### src/rtl/block_xfer_seq.sv
// block_xfer_seq: LDM/STM block-transfer sequencer walking a register list in ascending order.
// Define BLOCK_XFER_WRITEBACK_EN to add the base-register writeback state.
module block_xfer_seq #(
   parameter int ADDR_W = 32,
   parameter int DATA_W = 32
) (
   input  logic              clk,
   input  logic              reset_n,
   input  logic              start,
   input  logic              is_load,
   input  logic              up,
   input  logic              pre,
   input  logic              writeback,
   input  logic [3:0]        base_reg,
   input  logic [ADDR_W-1:0] base_addr,
   input  logic [15:0]       reg_list,
   input  logic [DATA_W-1:0] rb_read_data,
   input  logic              mem_ack,
   input  logic [DATA_W-1:0] mem_rdata,
   output logic              busy,
   output logic              done,
   output logic [3:0]        rb_read_select,
   output logic              rb_write_en,
   output logic [3:0]        rb_write_select,
   output logic [DATA_W-1:0] rb_write_data,
   output logic              mem_req,
   output logic              mem_we,
   output logic [ADDR_W-1:0] mem_addr,
   output logic [DATA_W-1:0] mem_wdata
);
   localparam logic [2:0] S_IDLE  = 3'd0;
   localparam logic [2:0] S_SETUP = 3'd1;
   localparam logic [2:0] S_NEXT  = 3'd2;
   localparam logic [2:0] S_RDREG = 3'd3;
   localparam logic [2:0] S_BEAT  = 3'd4;
   localparam logic [2:0] S_WB    = 3'd5;
   localparam logic [2:0] S_DONE  = 3'd6;
   localparam logic [ADDR_W-1:0] WORD = ADDR_W'(4);

   logic [2:0]        state_q, state_d;
   logic              load_q, load_d;
   logic              up_q, up_d;
   logic              pre_q, pre_d;
   logic [15:0]       list_q, list_d;
   logic [ADDR_W-1:0] addr_q, addr_d;
   logic [3:0]        cur_q, cur_d;
   logic [DATA_W-1:0] wdata_q, wdata_d;
   logic              first_q, first_d;
   logic [ADDR_W-1:0] span;
   logic [2:0]        fin;
   logic              beat;
   logic              ld_wr;
   logic              unused_bits;

   function automatic logic [3:0] low_idx(input logic [15:0] l);
      low_idx = 4'd0;
      for (int i = 15; i >= 0; i--)
         if (l[i]) low_idx = 4'(i);
   endfunction

   assign span = ADDR_W'({5'($countones(list_q)), 2'b00});

`ifdef BLOCK_XFER_WRITEBACK_EN
   logic              wb_q, wb_d;
   logic [3:0]        base_reg_q, base_reg_d;
   logic [ADDR_W-1:0] final_q, final_d;
   assign fin = wb_q ? S_WB : S_DONE;
   assign unused_bits = ^base_addr[1:0];
`else
   assign fin = S_DONE;
   assign unused_bits = ^{base_addr[1:0], writeback, base_reg};
`endif

   always_comb begin
      state_d = state_q;
      load_d  = load_q;
      up_d    = up_q;
      pre_d   = pre_q;
      list_d  = list_q;
      addr_d  = addr_q;
      cur_d   = cur_q;
      wdata_d = wdata_q;
      first_d = first_q;
`ifdef BLOCK_XFER_WRITEBACK_EN
      wb_d       = wb_q;
      base_reg_d = base_reg_q;
      final_d    = final_q;
`endif
      case (state_q)
         S_IDLE: if (start) begin
            state_d = S_SETUP;
            load_d  = is_load;
            up_d    = up;
            pre_d   = pre;
            list_d  = reg_list;
            addr_d  = {base_addr[ADDR_W-1:2], 2'b00};
`ifdef BLOCK_XFER_WRITEBACK_EN
            // a loaded base register takes priority over the writeback value
            wb_d       = writeback & ~(is_load & reg_list[base_reg]);
            base_reg_d = base_reg;
`endif
         end
         S_SETUP: begin
            addr_d  = up_q ? addr_q + (pre_q ? WORD : '0) : addr_q - span + (pre_q ? '0 : WORD);
`ifdef BLOCK_XFER_WRITEBACK_EN
            final_d = up_q ? addr_q + span : addr_q - span;
`endif
            state_d = (list_q == 16'd0) ? S_DONE : S_NEXT;
         end
         S_NEXT: if (list_q == 16'd0) state_d = fin;
         else begin
            cur_d   = low_idx(list_q);
            list_d  = list_q & (list_q - 16'd1);
            first_d = 1'b1;
            state_d = load_q ? S_BEAT : S_RDREG;
         end
         S_RDREG: state_d = S_BEAT;
         S_BEAT: begin
            first_d = 1'b0;
            if (first_q) wdata_d = rb_read_data;
            if (mem_ack) begin
               addr_d  = addr_q + WORD;
               state_d = (list_q == 16'd0) ? fin : S_NEXT;
            end
         end
         S_WB:    state_d = S_DONE;
         default: state_d = S_IDLE;
      endcase
   end

   always_ff @(posedge clk) begin
      if (!reset_n) begin
         state_q <= S_IDLE;
         load_q  <= 1'b0;
         up_q    <= 1'b0;
         pre_q   <= 1'b0;
         list_q  <= '0;
         addr_q  <= '0;
         cur_q   <= '0;
         wdata_q <= '0;
         first_q <= 1'b0;
      end else begin
         state_q <= state_d;
         load_q  <= load_d;
         up_q    <= up_d;
         pre_q   <= pre_d;
         list_q  <= list_d;
         addr_q  <= addr_d;
         cur_q   <= cur_d;
         wdata_q <= wdata_d;
         first_q <= first_d;
      end
   end

`ifdef BLOCK_XFER_WRITEBACK_EN
   always_ff @(posedge clk) begin
      if (!reset_n) begin
         wb_q       <= 1'b0;
         base_reg_q <= '0;
         final_q    <= '0;
      end else begin
         wb_q       <= wb_d;
         base_reg_q <= base_reg_d;
         final_q    <= final_d;
      end
   end
`endif

   assign beat  = state_q == S_BEAT;
   assign ld_wr = beat & load_q & mem_ack & reset_n;

   always_comb begin
      busy           = state_q != S_IDLE;
      done           = state_q == S_DONE;
      rb_read_select = (state_q == S_RDREG) ? cur_q : 4'd0;
      mem_req        = beat;
      mem_we         = beat & ~load_q;
      mem_addr       = beat ? addr_q : '0;
      // bank data arrives one cycle after the select, so the first beat cycle forwards it
      mem_wdata      = (beat & ~load_q) ? (first_q ? rb_read_data : wdata_q) : '0;
`ifdef BLOCK_XFER_WRITEBACK_EN
      rb_write_en     = ld_wr | (state_q == S_WB);
      rb_write_select = (state_q == S_WB) ? base_reg_q : ld_wr ? cur_q : 4'd0;
      rb_write_data   = (state_q == S_WB) ? DATA_W'(final_q) : ld_wr ? mem_rdata : '0;
`else
      rb_write_en     = ld_wr;
      rb_write_select = ld_wr ? cur_q : 4'd0;
      rb_write_data   = ld_wr ? mem_rdata : '0;
`endif
   end
endmodule

### config.mk
export PLATFORM = sky130hd
export DESIGN_NAME = block_xfer_seq
export DESIGN_NICKNAME = d
export VERILOG_FILES = /design/src/rtl/block_xfer_seq.sv
export SDC_FILE = /design/constraint.sdc
export NUM_CORES = 1
export LEC_CHECK = 0
export ABC_AREA = 1
export CAP_MARGIN = 10
export CORE_ASPECT_RATIO = 1.25
export CORE_MARGIN = 8
export CORE_UTILIZATION = 27
export DETAILED_ROUTE_END_ITERATION = 7
export DONT_BUFFER_PORTS = 1
export SYNTH_ARGS = -nofsm -noshare
export SYNTH_HDL_FRONTEND = slang
export SYNTH_SLANG_ARGS = --single-unit
export TNS_END_PERCENT = 100
### constraint.sdc
create_clock -name clk -period 5 [get_ports clk]
set_clock_uncertainty 0.2 [all_clocks]
set_input_delay 0.5 -clock clk [delete_from_list [all_inputs] [get_ports clk]]
set_output_delay 0.5 -clock clk [all_outputs]
set_load 0.01 [all_outputs]
# Yosys cells after proc, flatten, opt, wreduce, memory -nomap -nowiden

Index checks and enable logic that the tools add are counted.

Register bits: 91
Bits of input ports: 124
Output and inout bits: 109

Add/sub/neg operators: 20
Equality and inequality tests: 9
Mux-type cells: 39
Bitwise gates (word level): 7
Reduce and logical (&&, ||, !) cells: 12

Operators with widths:

| cell                    | count |
|---|---|
| $mux W32                | 7 |
| $pmux W32 S3            | 1 |
| $mux W4                 | 18 |
| $add A32 B3 Y32         | 2 |
| $add A32 B3 Y32 const B | 1 |
| $mux W16                | 2 |
| $pmux W16 S2            | 1 |
| $sub A32 B7 Y32         | 1 |
| $mux W3                 | 7 |
| $pmux W3 S6             | 1 |
| $add A1 B1 Y2           | 8 |
| $and A16 B16 Y16        | 1 |
| $logic_not A16 Y1       | 1 |
| $sub A16 B1 Y16 const B | 1 |
| $add A2 B2 Y3           | 4 |
| $eq A3 B3 Y1 const B    | 3 |
| $add A3 B3 Y4           | 2 |
| $reduce_and A2 Y1       | 4 |
| $eq A3 B2 Y1 const B    | 2 |
| $ne A2 B2 Y1 const B    | 3 |
| $reduce_and A3 Y1       | 2 |
| $reduce_bool A3 Y1      | 2 |
| $add A4 B4 Y5           | 1 |
| $and A1 B1 Y1           | 4 |
| other kinds (6)         | 8 |

# Longest topological paths before layout

Word-level depth: 16
Mapped depth: 26

# Least setup slack after synthesis

Ideal clock, no wire load.

Path kind: reg-to-reg
From: register list_q[0]
To: register addr_q[15]
Library setup time: 0.070 ns
Arrival: 4.817 ns
Required time: 4.730 ns
Setup slack: -0.086 ns
Stages on the path, launching flop included: 20
Buffers on the path: 0
Cells stage by stage: dfxtp_1 > inv_1 > fa_1 > fa_1 > fa_1 > fa_1 > inv_1 > ha_1 > fa_1 > xnor2_1 > ha_1 > ha_1 > a21oi_1 > o21ai_1 > a21oi_1 > o21ai_1 > and2_1 > o21ai_0 > nand3_1 > a21oi_1

Longest elaborated chain between the ends: 8

Ends and longest elaborated chain:

| what                                | line | text |
|---|---|---|
| start, declared                     | 44   | `logic [15:0] list_q, list_d;` |
| start signal, assigned              | 147  | `list_q <= list_d;` |
| $add A1 B1 Y2 (implied by the code) | 61   | `assign span = ADDR_W'({5'($countones(list_q)), 2'b00});` |
| $add A2 B2 Y3 (implied by the code) | 61   |  |
| $add A3 B3 Y4 (implied by the code) | 61   |  |
| $add A4 B4 Y5 (implied by the code) | 61   |  |
| $sub A32 B7 Y32                     | 104  | `addr_d = up_q ? addr_q + (pre_q ? WORD : '0) : addr_q - span + (pre_q ? '0 : WORD);` |
| $add A32 B3 Y32                     | 104  |  |
| $mux W32                            | 104  |  |
| $pmux W32 S3                        | 89   | `case (state_q)` |
| end signal, assigned                | 148  | `addr_q <= addr_d;` |
| end, declared                       | 45   | `logic [ADDR_W-1:0] addr_q, addr_d;` |

No other way between the ends.
A chain may end at the register's enable or synchronous reset.

# Final worst setup path

From: register list_q[15]
To: register addr_q[28]

Same word-level chain as after synthesis.

==> impl_metrics.yaml <==
worst_setup_path:
  ff2ff_setup_slack_ps: -200
  r2r_end: "addr_q[28]"
  worstSetupStartpoint: "list_q[15]"
  cp-start-kind: "flop"
  cp_max_fo: 3
  r2r_start: "list_q[15]"
  cp-end-kind: "flop"
  crit_type: "flop to flop"
  ff2ff_path_depth: 24
  cp.required_ps: 5050
  arrival_ps: 5240
yosys:
  syn_inst: 1457
  synth_flop_cell: "dfxtp_1"
  synth_top_area_cell: "dfxtp_1"
  syn_avg_cell_area_um2: 6.116
  yosys-top-cells-count: "nand2_1 (264), inv_1 (216), nor2_1 (193)"
  yosysMostFrequentCell: "nand2_1"
  synth-seq-cells: 91
  seq_area_frac_synth: 0.2044
  synth_area_leaders: "dfxtp_1 (20%), nand2_1 (11%), ha_1 (9.4%), inv_1 (9.1%), nor2_1 (8.1%)"
  synth_top_cell_area_share: 0.2044
  synth_cell_types: 52
  syn_nets: 1659
  synth_area_um2: 8911
  synth_edf_count: 0
  synthArstFlopShare: 0
  ys.warnings.count: 0
detailed_routing:
  via_per_inst: 5.133
  first_pass_iters: 5
  final_antenna_net_count: 0
  wl_um: 34150
  vias: 9639
  wire_per_inst_um: 18.18
  drt_iter0_markers: 530
  route.detailed.drc: 0
power:
  clockPowerShare: 0.084
  power_switching_mw: 5.486
  power.share.combinational: 0.799
  intPower_mw: 4.862
  pwr-share-seq: 0.117
  peakVddDrop_uv: 656.8
  power.leakage_nw: 4.635
  switching_share: 0.5302
  power-per-cell-area_nw_per_um2: 986.5
layout:
  fillerInstances: 3584
  nets: 1657
  drive_above_1_share: 0.1527
  design_area_um2: 10490
  num_antenna_cells: 0
  area_delta_synth_final_pct: 17.71
status:
  status: "finished with violations"
  violations: "negative setup slack"
die:
  die-area_um2: 39110
  top_level_ports: 233
  die_height_um: 219.1
  fp.dieW_um: 178.5
  start_util: 0.2734
  row_count: 74
  coreArea_um2: 32590
cts:
  cts.sinks: 91
  clock_latency_ps: 360
  htreeDepth: 3
  cts_buffer_depth: 2
  cts_hold_buf: 0
  cts_tree: "done"
  cts-buffers-inserted: 9
  cts.clk_slew.worst_paths_ps: 80
  ctsRootBufferMaster: "clkbuf_16"
placed_design:
  routabilityCongestion: 0.9389
  post_dp_cell_area_um2: 9508
  portBuffers: 0
  hpwl_um: 26090
global_routing:
  gr-usage-all-layers: 0.1668
  grt_pass1_vias: 9634
  grt_pass1_wl_um: 51540
  grt_overflow_total: 0
  grt_max_degree: 66
  antenna_found_initial: 4
timing:
  fin_tns_setup_ps: -2955
  setup_viol: 25
  slew_violations: 0
  maxSlewHeadroom: 0.2037
  finalHoldViolCount: 0
  layout_setup_ws_ps: -195.1
  period_share: 1.039
  rsz0062_at_grt: "yes"
  period_needed_ps: 5195
  worstMarginPinSlew_ps: 1192
  clock.fmax_ghz: 0.1925
job:
  max-cap-violations: 0
worst_hold_path:
  hold_class: "input port to flop"
  holdCritStartpoint: "reset_n"
  holdPathStages: 2
  hold_end: "addr_q[0]"
==> worst max-delay path by stage <==
stage                      end  slack [ps]
floorplan           addr_q[19]           8
global placement    addr_q[28]        -260
detailed placement  addr_q[28]        -360
CTS                  addr_q[9]        -210
global route        addr_q[12]        -330
finish              addr_q[28]        -200
==> power groups by stage <==
stage	Clock (mW)	Combinational (mW)	Sequential, mW
3_3_place_gp	0	6.12	1.20
2_1_floorplan	0	4.41	1.10
3_5_place_dp	0	6.20	1.20
5_1_grt	0.921	9.04	1.24
4_1_cts	0.902	7.07	1.19
6_report	0.874	8.27	1.21
==> flip-flops by register name (all words and copies together) (netlist names), 3 cells and up <==
signal and flops:
wdata_q 32, addr_q 32, cur_q 4, list_q 16
state_q 3
==> stage by stage <==
stage                     total power, mW    util  hold WS, ps  setup slack [ps]  instances
final                               10.35  0.3218        79.44            -195.1       1878
after CTS                           9.167  0.3117        62.80            -213.3       1874
after detailed placement            7.403  0.2917        256.2            -363.0       1855
after global routing                11.19  0.3218        70.92            -333.1       1878
after floorplan                     5.507       -        233.5             8.237       1457
after global placement              7.315  0.2917        246.7            -257.0       1855
==> routing by layer <==
layer / share of wire / up-vias / track usage
met3: 0.052 / 79 / 0.03508
met2: 0.50 / 299 / 0.2967
met4: 0.046 / 8 / 0.08722
met1: 0.40 / 4453 / 0.1829
met5: 0.0016 / - / 0
li1: - / 4800 / -
==> what timing repair did <==
item	CTS	global route
buffers inserted	4	6
gates resized for setup	73	69
hold endpoints to repair	0	0
cloned	0	0
setup endpoints to repair	25	26
pin swaps	27	45
==> final cells by class <==
type | instances | area, um2 | area share
Clock buffer | 10 | 229.0 | 0.02183
Clock inverter | 6 | 136.4 | 0.01300
Inverter | 231 | 869.6 | 0.08291
Multi-Input combinational cell | 1078 | 6534 | 0.6229
Sequential cell | 91 | 1828 | 0.1743
Tap cell | 418 | 523.0 | 0.04986
Timing Repair Buffer | 44 | 369.1 | 0.03519
==> cell usage in the layout (no fill, tap or decap), types with 6 or more instances in the layout <==
cell type    n
nor2_4      12
nand4_1     10
nor2_1     188
o21ai_0     98
nand2_4     18
nand3_2     16
dfxtp_1     86
inv_2       25
buf_6        7
a21oi_1    117
ha_1        58
fa_1         9
nor3_1      27
o21bai_1     7
o21ai_1     11
nor2_2       6
clkbuf_16    9
o211ai_1    37
nand3_1     59
inv_1      204
a21oi_2     13
ha_4         9
buf_4       36
nor4_1       7
a31oi_1     11
a211oi_1     7
nand2_2     34
nand2_1    230
o22ai_1     34
==> worst max-delay path, cell delays in order, from the launching register on <==
cell and delay (ps):
dfxtp_2 330, inv_2 40, fa_1 510, fa_1 550, fa_2 460, fa_1 510
inv_2 50, ha_4 160, fa_2 530, inv_2 40, ha_4 210, ha_4 300
nor2_4 40, a21oi_2 130, buf_6 140, nand2_4 50, nand2_4 100, inv_4 40
o21bai_4 170, buf_12 130, nand2_4 40, nand3_2 60, nand2_1 50, o21bai_1 150
a21oi_1 70
==> kinds of logic (layout without fill, tap and decap cells) <==
family	count (synthesis)	in the layout	share of synthesized area
simple gates	624	624	0.3045
compound gates	368	368	0.2386
buf+inv	288	291	0.1258
flops	91	91	0.2044
fa+ha+maj	78	78	0.1188
xor+xnor	8	8	0.007863
(Power assumes the default switching activity.)
